===== src/rtl/can_pulse_pkg.sv =====
// Shared encodings and default widths for the CAN controller pulse/level helpers.
package can_pulse_pkg;

    localparam logic [1:0] ST_IDLE = 2'd0;
    localparam logic [1:0] ST_HOLD = 2'd1;
    localparam logic [1:0] ST_GAP  = 2'd2;

    localparam int unsigned CNT_W_DEF  = 8;
    localparam int unsigned DROP_W_DEF = 8;

    typedef enum logic [1:0] {
        StIdle = ST_IDLE,
        StHold = ST_HOLD,
        StGap  = ST_GAP
    } state_e;

endpackage


===== src/rtl/load_down_counter.sv =====
// Loadable down-counter that stops at zero; flags the last counted cycle via at_one.
module load_down_counter
    import can_pulse_pkg::*;
#(
    parameter int unsigned CNT_W = CNT_W_DEF
) (
    input  logic             clk,
    input  logic             reset_n,
    input  logic             load,
    input  logic [CNT_W-1:0] load_val,
    input  logic             en,
    output logic [CNT_W-1:0] count,
    output logic             at_one
);

    logic [CNT_W-1:0] cnt_q;

    // Load has priority so a reload on the final cycle never sees the decrement.
    always_ff @(posedge clk or negedge reset_n) begin
        if (!reset_n) begin
            cnt_q <= '0;
        end else if (load) begin
            cnt_q <= load_val;
        end else if (en && (cnt_q != '0)) begin
            cnt_q <= cnt_q - CNT_W'(1);
        end
    end

    assign count  = cnt_q;
    assign at_one = (cnt_q == CNT_W'(1));

endmodule


===== src/rtl/pulse_stretcher.sv =====
// Stretches single-cycle event pulses into registered levels with optional dead-time,
// retrigger and a saturating count of discarded pulses.
module pulse_stretcher
    import can_pulse_pkg::*;
#(
    parameter int unsigned CNT_W  = CNT_W_DEF,
    parameter int unsigned DROP_W = DROP_W_DEF
) (
    input  logic              clk,
    input  logic              reset_n,
    input  logic              pulse_in,
    input  logic [CNT_W-1:0]  pulse_len,
    input  logic [CNT_W-1:0]  gap_len,
    input  logic              retrigger_en,
    output logic              level_out,
    output logic              busy,
    output logic              dropped,
    output logic [DROP_W-1:0] drop_count
);

    state_e state_q, state_d;

    logic              cnt_load;
    logic [CNT_W-1:0]  cnt_load_val;
    logic              cnt_en;
    logic [CNT_W-1:0]  cnt_count;
    logic              cnt_at_one;
    logic              cnt_last;
    logic [CNT_W-1:0]  len_eff;

    logic              drop;
    logic              level_q;
    logic              busy_q;
    logic              dropped_q;
    logic [DROP_W-1:0] drop_count_q, drop_count_d;

    load_down_counter #(
        .CNT_W (CNT_W)
    ) u_cnt (
        .clk      (clk),
        .reset_n  (reset_n),
        .load     (cnt_load),
        .load_val (cnt_load_val),
        .en       (cnt_en),
        .count    (cnt_count),
        .at_one   (cnt_at_one)
    );

    assign len_eff  = (pulse_len == '0) ? CNT_W'(1) : pulse_len;
    // A zero count in HOLD/GAP is unreachable; treat it as expiry so the FSM cannot stick.
    assign cnt_last = cnt_at_one || (cnt_count == '0);

    always_comb begin
        state_d      = state_q;
        cnt_load     = 1'b0;
        cnt_load_val = len_eff;
        cnt_en       = 1'b0;
        drop         = 1'b0;
        unique case (state_q)
            StIdle: begin
                if (pulse_in) begin
                    state_d  = StHold;
                    cnt_load = 1'b1;
                end
            end
            StHold: begin
                if (pulse_in && retrigger_en) begin
                    cnt_load = 1'b1;
                end else begin
                    drop = pulse_in;
                    if (cnt_last) begin
                        if (gap_len == '0) begin
                            state_d = StIdle;
                            cnt_en  = 1'b1;
                        end else begin
                            state_d      = StGap;
                            cnt_load     = 1'b1;
                            cnt_load_val = gap_len;
                        end
                    end else begin
                        cnt_en = 1'b1;
                    end
                end
            end
            StGap: begin
                // The edge that closes the gap already behaves as IDLE and may start a level.
                if (cnt_last) begin
                    if (pulse_in) begin
                        state_d  = StHold;
                        cnt_load = 1'b1;
                    end else begin
                        state_d = StIdle;
                        cnt_en  = 1'b1;
                    end
                end else begin
                    drop   = pulse_in;
                    cnt_en = 1'b1;
                end
            end
            default: begin
                state_d = StIdle;
            end
        endcase
    end

    always_comb begin
        drop_count_d = drop_count_q;
        if (drop && (drop_count_q != '1)) begin
            drop_count_d = drop_count_q + DROP_W'(1);
        end
    end

    always_ff @(posedge clk or negedge reset_n) begin
        if (!reset_n) begin
            state_q      <= StIdle;
            level_q      <= 1'b0;
            busy_q       <= 1'b0;
            dropped_q    <= 1'b0;
            drop_count_q <= '0;
        end else begin
            state_q      <= state_d;
            level_q      <= (state_d == StHold);
            busy_q       <= (state_d != StIdle);
            dropped_q    <= drop;
            drop_count_q <= drop_count_d;
        end
    end

    assign level_out  = level_q;
    assign busy       = busy_q;
    assign dropped    = dropped_q;
    assign drop_count = drop_count_q;

endmodule


===== config.mk =====
export PLATFORM = sky130hd
export DESIGN_NAME = pulse_stretcher
export DESIGN_NICKNAME = d
export VERILOG_FILES = /design/src/rtl/can_pulse_pkg.sv /design/src/rtl/load_down_counter.sv /design/src/rtl/pulse_stretcher.sv
export SDC_FILE = /design/constraint.sdc
export NUM_CORES = 1
export LEC_CHECK = 0
export ABC_AREA = 1
export BUFFER_PORTS_ARGS = -buffer_cell sky130_fd_sc_hd__buf_2
export CAP_MARGIN = 20
export CELL_PAD_IN_SITES_DETAIL_PLACEMENT = 0
export CELL_PAD_IN_SITES_GLOBAL_PLACEMENT = 1
export CORE_ASPECT_RATIO = 2
export CORE_UTILIZATION = 43
export DETAILED_ROUTE_END_ITERATION = 8
export PLACE_DENSITY_LB_ADDON = 0.1
export SYNTH_ARGS = -nofsm -noshare
export SYNTH_HDL_FRONTEND = slang
export SYNTH_SLANG_ARGS = --single-unit

===== constraint.sdc =====
create_clock -name clk -period 3.5 [get_ports clk]
set_clock_uncertainty 0.2 [all_clocks]
set_input_delay 0.175 -clock clk [delete_from_list [all_inputs] [get_ports clk]]
set_output_delay 0.175 -clock clk [all_outputs]
set_load 0.02 [all_outputs]

Word level (Yosys, flattened, before mapping) --
Cells that the tools add are included.
Word-level totals: flip-flop bits (word level) 21, output and inout bits 11
Cells by class: reductions and logical operators 11, equality and inequality tests 5, $add $sub $neg 2, mux-type cells 29
Operator list (number):
- $mux W8 | 7
- $logic_not A8 Y1 | 3
- $mux W1 | 13
- $mux W2 | 5
- $add A8 B1 Y8 const B | 1
- $eq A8 B1 Y1 const B | 1
- $ne A8 B8 Y1 const B | 1
- $reduce_bool A8 Y1 | 1
- $sub A8 B1 Y8 const B | 1
- $pmux W2 S3 | 1
- $eq A2 B1 Y1 const B | 2
- $pmux W1 S2 | 2
- $reduce_bool A2 Y1 | 2
- $logic_and A1 B1 Y1 | 3
- $pmux W1 S3 | 1
- $eq A2 B2 Y1 const B | 1
- $logic_not A2 Y1 | 1
- $logic_or A1 B1 Y1 | 1

Longest topological paths before layout --
Gate-level depths: netlist (run 1).
depth in word-level cells 8, depth in mapped cells 15, gate-level depth less buffers 15

Modules after synthesis --
A second synthesis (run 1) with hierarchy kept.
Unflattened totals: cells, all modules 243, area, all modules 1760.4 µm²
By module, submodules not included:
- pulse_stretcher | area each 1127.3 µm², times used 1, cells an instance 153, sequential area each 325.3 µm²
- load_down_counter | area each 633.1 µm², times used 1, cells an instance 90, sequential area each 200.2 µm²

Least setup slack after synthesis (run 1) --
No wires, ideal clock.
path kind reg2reg, start point register u_cnt.cnt_q[0] (netlist: u_cnt.count[0]), end point register u_cnt.cnt_q[6] (netlist: u_cnt.count[6]), stages on the path, launching flop included 15, path slack 1.600 ns, arrival 1.575 ns, required time 3.176 ns, path through dfrtp_1 inv_1 ha_1 inv_1 nand2_1 nand2_4 nor2_8 nand2_2 nand2_2 nand2_4 nand2_4 nand2_4 buf_6 nand2_1 nand3_1
Between the ends: longest elaborated chain between the ends 7
RTL lines:
- start, declared | RTL line load_down_counter.sv:16 | logic [CNT_W-1:0] cnt_q;
- start signal, assigned | RTL line load_down_counter.sv:23 | cnt_q <= load_val;
- start signal, assigned | RTL line load_down_counter.sv:25 | cnt_q <= cnt_q - CNT_W'(1);
- $eq A8 B1 Y1 / $logic_not A8 Y1 (equally long branches) | RTL line load_down_counter.sv:30, pulse_stretcher.sv:51
- $logic_or A1 B1 Y1 | RTL line pulse_stretcher.sv:51 | assign cnt_last = cnt_at_one || (cnt_count == '0);
- $mux W1 | RTL line pulse_stretcher.sv:71 | if (cnt_last) begin
- $mux W1 | RTL line pulse_stretcher.sv:67 | if (pulse_in && retrigger_en) begin
- $pmux W1 S2 | RTL line pulse_stretcher.sv:59 | unique case (state_q)
- $logic_and A1 B1 Y1 | RTL line load_down_counter.sv:24 | end else if (en && (cnt_q != '0)) begin
- $reduce_bool A2 Y1 (no source line)
Several ways; a longest one is shown, not always the timed one. The select of a mux whose other input is x is not followed. A chain may end at the register's enable or synchronous reset.

Worst setup path in the final report (run 1) --
start point register u_cnt.cnt_q[0] (netlist: u_cnt.count[0]), end point register u_cnt.cnt_q[2] (netlist: u_cnt.count[2])
The elaborated chain is that of the path after synthesis.

==> results of run 1 <==
[area by class of cell]
class / count / area [um2]
flip-flops and latches: 21 / 526
inverters: 38 / 143
clock buffers: 4 / 45.0
multi-input cells: 164 / 943
fillers: 398 / 1720
well taps: 49 / 61.3
repair buffers: 32 / 170
[how the worst min path moves through the flow]
stage / end / startpoint
2_1_floorplan: busy$_DFF_PN0_ / reset_n
3_3_place_gp: level_out$_DFF_PN0_ / reset_n
3_5_place_dp: level_out$_DFF_PN0_ / reset_n
4_1_cts: dropped$_DFF_PN0_ / retrigger_en
5_1_grt: dropped$_DFF_PN0_ / retrigger_en
6_report: dropped$_DFF_PN0_ / retrigger_en
[power by group through the flow]
stage	combinational [W]	sequential (W)	clock (W)
6_report	0.000705	0.000426	0.000160
5_1_grt	0.000792	0.000442	0.000174
4_1_cts	0.000716	0.000428	0.000168
3_5_place_dp	0.000711	0.000433	0
3_3_place_gp	0.000714	0.000431	0
2_1_floorplan	0.000524	0.000454	0
[state kept, by name (all words and copies together), names as in the netlist]
register     count
drop_count       8
dropped          1
busy             1
state_q          2
level_out        1
u_cnt.count      8
[worst reg2reg max path, cell delays in order (launching register included)]
cell and delay [ns]:
dfrtp_1 0.40, inv_1 0.13, ha_1 0.20, inv_1 0.05, nand2_1 0.10, nand2_4 0.07, nor2_8 0.14, nand2_2 0.08
nand2_1 0.07, nand2_2 0.10, nand2_2 0.22, o21ai_0 0.11, nand2_1 0.06, nand2_1 0.04
[kinds of logic after synthesis]
kind of cell / Yosys count / synth area share (%)
and+or+nand+nor: 128 / 38.7
AOI/OAI and AO/OA: 19 / 8.04
adders and majority gates: 8 / 6.13
buffers and inverters: 40 / 10.1
DFF: 21 / 32.2
xor gates and xnor gates: 9 / 4.82
[metrics by stage]
stage	setup WS [ns]	instances	util, %	hold WS, ns
4_1_cts	1.41	308	52.3	0.0383
3_5_place_dp	1.42	302	50.5	-0.0295
3_3_place_gp	1.44	302	50.5	-0.0258
6_report	1.43	308	52.3	0.0407
5_1_grt	1.20	308	52.3	0.0549
2_1_floorplan	1.60	225	-	-0.321
[Yosys cell counts, types with 3 or more instances]
master and count:
nand3_1 18, a22oi_1 3, o21ai_0 8, nand2_2 7, nand2_1 63, nor2_1 21, dfrtp_1 21, nand2_4 5
nor3_1 3, xor2_1 7, ha_1 8, inv_1 37
[layer usage]
layer	share of wire [%]	vias up	track usage [%]
met5	0	-	0
met4	2.2	0	9.37
met3	3.3	8	3.03
met2	60	23	43.5
met1	35	643	19.1
li1	-	769	-
[repair_timing]
item,in CTS,in global routing
setup buffers,0,0
hold endpoints to repair,22,0
hold buffers,2,0
==> impl_metrics.env, run 1 <==
export IMPL_via_per_inst=4.69
export IMPL_start_util_pct=45.3
export IMPL_cts_tree="built"
export IMPL_fmax_mhz=482
export IMPL_core_area_mm2=0.00361
export IMPL_final_nets=288
export IMPL_drt_first_pass_iters=4
export IMPL_grt_pass1_vias=1451
export IMPL_synth_largest_area_cell="dfrtp_1"
export IMPL_power_density_mw_per_mm2=684
export IMPL_drtIter0Drc=26
export IMPL_cp_num_buf_inv=2
export IMPL_power_w=0.00129
export IMPL_cts_buffers=3
export IMPL_crit_chain="inv_1 > ha_1 > inv_1 > nand2_1 > nand2_4 > nor2_8 > nand2_2 > nand2_1 > nand2_2 > nand2_2 > o21ai_0 > nand2_1 > nand2_1"
export IMPL_ios=31
export IMPL_combPwrFrac_pct=54.6
export IMPL_power_frac_seq_pct=33.0
export IMPL_p_int_w=0.000663
export IMPL_ir_drop_mv=0.355
export IMPL_ys_types=30
export IMPL_synth_top_area_share_pct=32.2
export IMPL_die_area_mm2=0.00407
export IMPL_vias=1443
export IMPL_max_stage_delay_ns=0.40
export IMPL_drive_gt1_share_pct=22.0
export IMPL_clk_path_buf_depth=2
export IMPL_grt_setup_unrepaired="false"
export IMPL_path_delay_family="simple AND/OR/NAND/NOR gates"
export IMPL_critical_path_class="register to register"
export IMPL_die_y_um=89.2
export IMPL_syn_nets=253
export IMPL_gp_congestion=0.896
export IMPL_path_depth=13
export IMPL_drv_cap=0
export IMPL_r2r_end="u_cnt.count[2]$_DFFE_PN0P_"
export IMPL_drcViolationCount=0
export IMPL_grt_ovfl_total=0
export IMPL_ys_warn_count=0
export IMPL_power_share_switching_pct=48.6
export IMPL_postLayoutCellArea_mm2=0.00189
export IMPL_tns_ns=0
export IMPL_cp_required_ns=3.46
export IMPL_worst_pin_slew_ns=0.515
export IMPL_slew_headroom_pct=65.7
export IMPL_switchingPower_w=0.000628
export IMPL_dpl_hpwl_um=3210
export IMPL_outcome="finished, final reports clean"
export IMPL_endpoint_kind="register"
export IMPL_worst_path_max_fanout=11
export IMPL_cts_root_buf="clkbuf_8"
export IMPL_ys_flop_type="dfrtp_1"
export IMPL_cts_sinks=21
export IMPL_pwr_share_clk_pct=12.4
export IMPL_grt_start_max_net_pins=22
export IMPL_synth_edff_count=0
export IMPL_hold_path_class="input pin to register"
export IMPL_routed_wl_um=3820
export IMPL_synth_area_leaders="dfrtp_1, nand2_1, inv_1, ha_1, nand3_1"
export IMPL_cp_start_kind="register"
export IMPL_numPortBuffers=30
export IMPL_async_reset_ff_share_pct=100
export IMPL_cp_startpoint="u_cnt.count[0]$_DFFE_PN0P_"
export IMPL_critical_path_slowest_cell="dfrtp_1"
export IMPL_area_growth_synth_to_final_pct=15.5
export IMPL_place_area_mm2=0.00182
export IMPL_ff2ff_path_depth=13
export IMPL_synth_seq_cells=21
export IMPL_grt_use_total_pct=21.5
export IMPL_path_common_cell="nand2_1"
export IMPL_antenna_left=0
export IMPL_period_share_pct=59.3
export IMPL_syn_inst=225
export IMPL_ctsHtreeMaxLevel=1
export IMPL_antenna_found_initial=0
export IMPL_fin_crit_ns=2.07
export IMPL_avgSynthCellArea_um2=7.26
export IMPL_die_w_um=45.6
export IMPL_drv_slew=0
export IMPL_p_leak_nw=1.08
export IMPL_path_clk_slew_ns=0.08
export IMPL_grt_pass1_wl_um=6240
export IMPL_hold_violations=0
export IMPL_cts_resized=0
export IMPL_ys_seq_area_share_pct=32.2
export IMPL_holdPathStages=4
export IMPL_post_drt_wl_per_cell_um=12.4
export IMPL_cp_arrival_ns=2.03
export IMPL_final_common_cell="nand2_1"
export IMPL_insertion_delay_ns=0.26
export IMPL_finalSetupViolCount=0
export IMPL_r2r_start="u_cnt.count[0]$_DFFE_PN0P_"
export IMPL_syn_area_mm2=0.00163
export IMPL_r2r_slack_ns=1.43
export IMPL_antenna_cells=0
export IMPL_mostFrequentLayoutCells="nand2_1, inv_1, buf_2"
export IMPL_rows=31
export IMPL_crit_end="u_cnt.count[2]$_DFFE_PN0P_"
Power figures use the tool's default switching activity.
==> run 2: changes to the inputs <==
--- a/config.mk
+++ b/config.mk
@@ -11,7 +11,7 @@
 export CELL_PAD_IN_SITES_DETAIL_PLACEMENT = 0
 export CELL_PAD_IN_SITES_GLOBAL_PLACEMENT = 1
 export CORE_ASPECT_RATIO = 2
-export CORE_UTILIZATION = 43
+export CORE_UTILIZATION = 39
 export DETAILED_ROUTE_END_ITERATION = 8
 export PLACE_DENSITY_LB_ADDON = 0.1
 export SYNTH_ARGS = -nofsm -noshare
==> constraint.sdc (replaced) <==
create_clock -name clk -period 1.95 [get_ports clk]
set_clock_uncertainty 0.2 [all_clocks]
set_input_delay 0.0975 -clock clk [delete_from_list [all_inputs] [get_ports clk]]
set_output_delay 0.0975 -clock clk [all_outputs]
set_load 0.02 [all_outputs]
==> run 2 against run 1 <==
Effect of this change:
- the flow now finishes with violations (hold timing)
- setup slack worse by 1.4 ns
- maximum frequency increased by 8.8%
- largest cell class unchanged
- routed wire length increased by 11%
- clock power rose by 87%
==> impl_metrics.env, run 2 (synthesis gave the netlist of run 1 again) <==
export IMPL_r2r_end="u_cnt.count[2]$_DFFE_PN0P_"
export IMPL_drv_cap=0
export IMPL_numPortBuffers=30
export IMPL_ff2ff_path_depth=13
export IMPL_critical_path_slowest_cell="dfrtp_1"
export IMPL_rows=33
export IMPL_path_delay_family="simple AND/OR/NAND/NOR gates"
export IMPL_power_share_switching_pct=46.9
export IMPL_drcViolationCount=0
export IMPL_fmax_mhz=525
export IMPL_start_util_pct=40.4
export IMPL_antenna_found_initial=0
export IMPL_slew_headroom_pct=66.1
export IMPL_cts_root_buf="clkbuf_8"
export IMPL_crit_chain="inv_2 > ha_4 > inv_1 > nand2_2 > nand2_4 > nor2_8 > nand2_2 > nand2_2 > nand2_4 > a21oi_4 > nand2_1 > nand2_1 > nand2_1"
export IMPL_die_area_mm2=0.00447
export IMPL_drt_first_pass_iters=4
export IMPL_cp_num_buf_inv=2
export IMPL_ctsHtreeMaxLevel=1
export IMPL_routed_wl_um=4250
export IMPL_grt_ovfl_total=0
export IMPL_final_nets=311
export IMPL_violations="hold timing"
export IMPL_grt_pass1_vias=1666
export IMPL_min_from="gap_len[3]"
export IMPL_min_to="u_cnt.count[3]$_DFFE_PN0P_"
export IMPL_endpoint_kind="register"
export IMPL_outcome="complete, but fails checks"
export IMPL_worst_pin_slew_ns=0.508
export IMPL_cts_buffers=3
export IMPL_cp_arrival_ns=1.87
export IMPL_antenna_cells=0
export IMPL_hold_violations=1
export IMPL_power_w=0.00272
export IMPL_grt_start_max_net_pins=22
export IMPL_period_share_pct=97.7
export IMPL_antenna_left=0
export IMPL_die_y_um=93.5
export IMPL_place_area_mm2=0.00195
export IMPL_ios=31
export IMPL_worst_path_max_fanout=7
export IMPL_critical_path_class="register to register"
export IMPL_cp_required_ns=1.91
export IMPL_r2r_start="u_cnt.count[0]$_DFFE_PN0P_"
export IMPL_holdWs_ns=-0.00550
export IMPL_r2r_slack_ns=0.04
export IMPL_finalSetupViolCount=0
export IMPL_gp_congestion=0.812
export IMPL_grt_pass1_wl_um=7020
export IMPL_final_common_cell="nand2_1"
export IMPL_postLayoutCellArea_mm2=0.00216
export IMPL_cts_tree="built"
export IMPL_drv_slew=0
export IMPL_drtIter0Drc=11
export IMPL_die_w_um=47.8
export IMPL_grt_setup_unrepaired="true"
export IMPL_hold_path_class="input pin to register"
export IMPL_cts_sinks=21
export IMPL_power_density_mw_per_mm2=1260
export IMPL_path_clk_slew_ns=0.08
export IMPL_mostFrequentLayoutCells="nand2_1, inv_1, buf_2"
export IMPL_vias=1549
export IMPL_p_int_w=0.00144
export IMPL_max_stage_delay_ns=0.41
export IMPL_dpl_hpwl_um=3480
export IMPL_fin_crit_ns=1.91
export IMPL_holdPathStages=5
export IMPL_via_per_inst=4.64
export IMPL_clk_path_buf_depth=2
export IMPL_pwr_share_clk_pct=11.0
export IMPL_insertion_delay_ns=0.27
export IMPL_drive_gt1_share_pct=31.9
export IMPL_cp_start_kind="register"
export IMPL_core_area_mm2=0.00405
export IMPL_switchingPower_w=0.00128
export IMPL_power_frac_seq_pct=26.9
export IMPL_post_drt_wl_per_cell_um=12.7
export IMPL_p_leak_nw=1.20
export IMPL_area_growth_synth_to_final_pct=32.3
export IMPL_grt_use_total_pct=22.2
export IMPL_ir_drop_mv=0.680
export IMPL_combPwrFrac_pct=62.1
[run 2: layout make-up]
cell class,instances,area [um2]
clock buffers,3,41.3
clock inverters,1,5.00
fillers,465,1880
inverters,38,143
multi-input cells,165,1040
flip-flops and latches,21,526
well taps,52,65.1
repair buffers,54,345
[run 2: per-layer routing]
layer	part of all wire (%)	vias to the layer above	track usage [%]
li1	-	813	-
met1	33	694	18.6
met2	61	28	43.8
met3	2.4	14	3.09
met4	4.1	0	10.6
met5	0	-	0
[run 2: how the worst max path moves through the flow]
stage	cells after the start	from	endpoint	slack, ns
after CTS	15	u_cnt.count[1]$_DFFE_PN0P_	u_cnt.count[3]$_DFFE_PN0P_	0.01
after global routing	13	u_cnt.count[1]$_DFFE_PN0P_	u_cnt.count[3]$_DFFE_PN0P_	-0.11
after detailed placement	13	u_cnt.count[0]$_DFFE_PN0P_	u_cnt.count[2]$_DFFE_PN0P_	-0.03
after floorplan	14	u_cnt.count[0]$_DFFE_PN0P_	u_cnt.count[6]$_DFFE_PN0P_	0.05
final	13	u_cnt.count[0]$_DFFE_PN0P_	u_cnt.count[2]$_DFFE_PN0P_	0.04
after global placement	13	u_cnt.count[1]$_DFFE_PN0P_	u_cnt.count[2]$_DFFE_PN0P_	-0.04
[run 2: worst register-to-register path, stage by stage, from the launching register on]
cell	delay [ns]
dfrtp_1	0.41
inv_2	0.09
ha_4	0.13
inv_1	0.04
nand2_2	0.07
nand2_4	0.06
nor2_8	0.15
nand2_2	0.07
nand2_2	0.07
nand2_4	0.07
a21oi_4	0.24
nand2_1	0.09
nand2_1	0.07
nand2_1	0.04
[run 2: repair_timing]
action	4_1_cts	5_1_grt
hold buffers	6	0
endpoints found under the hold margin	25	0
setup buffers	0	2
gates cloned	1	0
setup endpoints to repair	10	20
pin swaps	3	7
gates resized for setup	9	13
[run 2: power by group through the flow]
stage / Combinational (W) / Sequential, W / Clock, W
after floorplan: 0.000941 / 0.000815 / 0
after global placement: 0.00152 / 0.000739 / 0
after detailed placement: 0.00152 / 0.000742 / 0
after CTS: 0.00163 / 0.000738 / 0.000307
after global routing: 0.00189 / 0.000753 / 0.000323
final: 0.00169 / 0.000732 / 0.000299
[run 2: through the flow]
| step | cells | TNS (ns) | worst slack (ns) | util [%] | hold WS [ns] |
|---|---|---|---|---|---|
| after global routing | 334 | -0.811 | -0.115 | 53.4 | 0.0443 |
| after floorplan | 225 | 0 | 0.0504 | - | -0.398 |
| after detailed placement | 321 | -0.131 | -0.0350 | 48.1 | -0.108 |
| after global placement | 321 | -0.110 | -0.0399 | 48.1 | -0.103 |
| after CTS | 332 | 0 | 0.0110 | 51.9 | 0.00179 |
| final | 334 | 0 | 0.0446 | 53.4 | -0.00550 |
==> run 3: changes to the inputs <==
--- a/config.mk
+++ b/config.mk
@@ -6,7 +6,7 @@
 export NUM_CORES = 1
 export LEC_CHECK = 0
 export ABC_AREA = 1
-export BUFFER_PORTS_ARGS = -buffer_cell sky130_fd_sc_hd__buf_2
+export BUFFER_PORTS_ARGS = -buffer_cell sky130_fd_sc_hd__buf_4
 export CAP_MARGIN = 20
 export CELL_PAD_IN_SITES_DETAIL_PLACEMENT = 0
 export CELL_PAD_IN_SITES_GLOBAL_PLACEMENT = 1
==> run 3 against run 2 <==
Effect of this change:
- the flow now finishes without violations
- critical endpoint is now u_cnt.count[3]$_DFFE_PN0P_
- clock power shrank 3%
- first-iteration DRC count rose to 3.3 times the previous value
- global-route usage down 0.50 points
- worst hold slack gained 0.028 ns
- cell area is 3.8% higher
==> impl_metrics.env, run 3 (synthesis gave the netlist of run 1 again) <==
export IMPL_outcome="finished, final reports clean"
export IMPL_fmax_mhz=521
export IMPL_slew_headroom_pct=74.0
export IMPL_grt_start_max_net_pins=22
export IMPL_vias=1620
export IMPL_tns_ns=0
export IMPL_core_area_mm2=0.00405
export IMPL_cts_sinks=21
export IMPL_grt_use_total_pct=21.7
export IMPL_final_common_cell="nand2_1"
export IMPL_numPortBuffers=30
export IMPL_period_share_pct=98.5
export IMPL_drcViolationCount=0
export IMPL_finalSetupViolCount=0
export IMPL_path_clk_slew_ns=0.08
export IMPL_critical_path_class="register to register"
export IMPL_antenna_cells=0
export IMPL_area_growth_synth_to_final_pct=37.3
export IMPL_post_drt_wl_per_cell_um=13.2
export IMPL_hold_path_class="input pin to register"
export IMPL_clk_path_buf_depth=2
export IMPL_drive_gt1_share_pct=31.0
export IMPL_antenna_found_initial=0
export IMPL_endpoint_kind="register"
export IMPL_ios=31
export IMPL_start_util_pct=40.4
export IMPL_die_area_mm2=0.00447
export IMPL_worst_path_max_fanout=7
export IMPL_cp_arrival_ns=1.88
export IMPL_insertion_delay_ns=0.26
export IMPL_fillCellCount=439
export IMPL_cts_tree="built"
export IMPL_grt_setup_unrepaired="true"
export IMPL_worst_pin_slew_ns=0.390
export IMPL_utilization_pct=55.4
export IMPL_gp_congestion=0.866
export IMPL_grt_pass1_wl_um=6870
export IMPL_antenna_left=0
export IMPL_routed_wl_um=4440
export IMPL_drv_cap=0
export IMPL_postLayoutCellArea_mm2=0.00224
export IMPL_grt_pass1_vias=1634
export IMPL_final_nets=313
export IMPL_cts_root_buf="clkbuf_8"
export IMPL_mostFrequentLayoutCells="nand2_1, buf_4, inv_1"
export IMPL_power_density_mw_per_mm2=1240
export IMPL_cts_buffers=3
export IMPL_drv_slew=0
export IMPL_p_leak_nw=1.22
export IMPL_ctsHtreeMaxLevel=1
export IMPL_drt_first_pass_iters=4
export IMPL_place_area_mm2=0.00201
export IMPL_rows=33
export IMPL_fin_crit_ns=1.92
export IMPL_die_w_um=47.8
export IMPL_hold_violations=0
export IMPL_via_per_inst=4.82
export IMPL_drtIter0Drc=36
export IMPL_dpl_hpwl_um=3500
export IMPL_power_w=0.00277
export IMPL_ir_drop_mv=0.669
export IMPL_cp_required_ns=1.91
export IMPL_grt_ovfl_total=0
export IMPL_cp_start_kind="register"
export IMPL_die_y_um=93.5
[run 3: cell count changes in the layout (fill, tap and decap cells not counted), sizes merged]
cell,delta
clkbuf,+1
dlygate4sd3,+1
clkinv,-1
buf,+1
[run 3: report_power, final]
group,internal (W),switching (W)
combinational,0.000740,0.000995
clock,0.000146,0.000144
sequential,0.000599,0.000148
[run 3: what timing repair did]
action	in CTS	in global routing
cloned	0	1
hold endpoints to repair	25	0
setup buffers	0	4
endpoints found under the setup margin	3	20
resized for setup	4	15
pin swaps	4	12
hold buffers	7	0
[run 3: layout make-up]
type | count | area (um2) | area share, %
clock buffer | 4 | 45.0 | 2.01
tap | 52 | 65.1 | 2.90
sequential | 21 | 527 | 23.5
multi-input combinational | 165 | 1020 | 45.6
inverter | 38 | 143 | 6.36
timing repair buffer | 56 | 442 | 19.7
[run 3: through the flow]
step                      std cells  setup WS (ns)  hold WS (ns)
after CTS                       331        -0.0130       0.00918
after global routing            336         -0.129        0.0787
after global placement          320         0.0117        -0.195
final                           336         0.0300        0.0227
after detailed placement        320        0.00309        -0.196
after floorplan                 225         0.0504        -0.398
[run 3: path summary, 6_finish.rpt]
kind | to | start | cells after the start | slack, ns
min | u_cnt.count[7]$_DFFE_PN0P_ | pulse_len[7] | 5 | 0.02
max reg2reg | u_cnt.count[3]$_DFFE_PN0P_ | u_cnt.count[0]$_DFFE_PN0P_ | 13 | 0.03
min reg2reg | drop_count[4]$_DFFE_PN0P_ | drop_count[4]$_DFFE_PN0P_ | 1 | 0.30
max | u_cnt.count[3]$_DFFE_PN0P_ | u_cnt.count[0]$_DFFE_PN0P_ | 13 | 0.03
min in group asynchronous | state_q[1]$_DFF_PN0_ | reset_n | 2 | 0.05
max in group asynchronous | u_cnt.count[0]$_DFFE_PN0P_ | reset_n | 2 | 1.26
[run 3: metal layers]
layer / track usage, % / wire (um) / vias up / part of all wire, %
met5: 0 / 0 / - / 0
met4: 9.26 / 161 / 0 / 3.6
met3: 3.09 / 130 / 13 / 2.9
met2: 43.4 / 2720 / 35 / 61
met1: 18.2 / 1430 / 755 / 32
li1: - / - / 817 / -
[run 3: critical path, cell delays in order (launching register included)]
cell     delay, ns
dfrtp_2       0.44
inv_2         0.09
ha_4          0.14
inv_2         0.03
nand2_2       0.07
nand2_4       0.06
nor2_8        0.14
nand2_2       0.09
nand2_2       0.08
nand2_4       0.07
a21oi_4       0.22
nand2_1       0.08
nand2_1       0.07
nand2_1       0.04
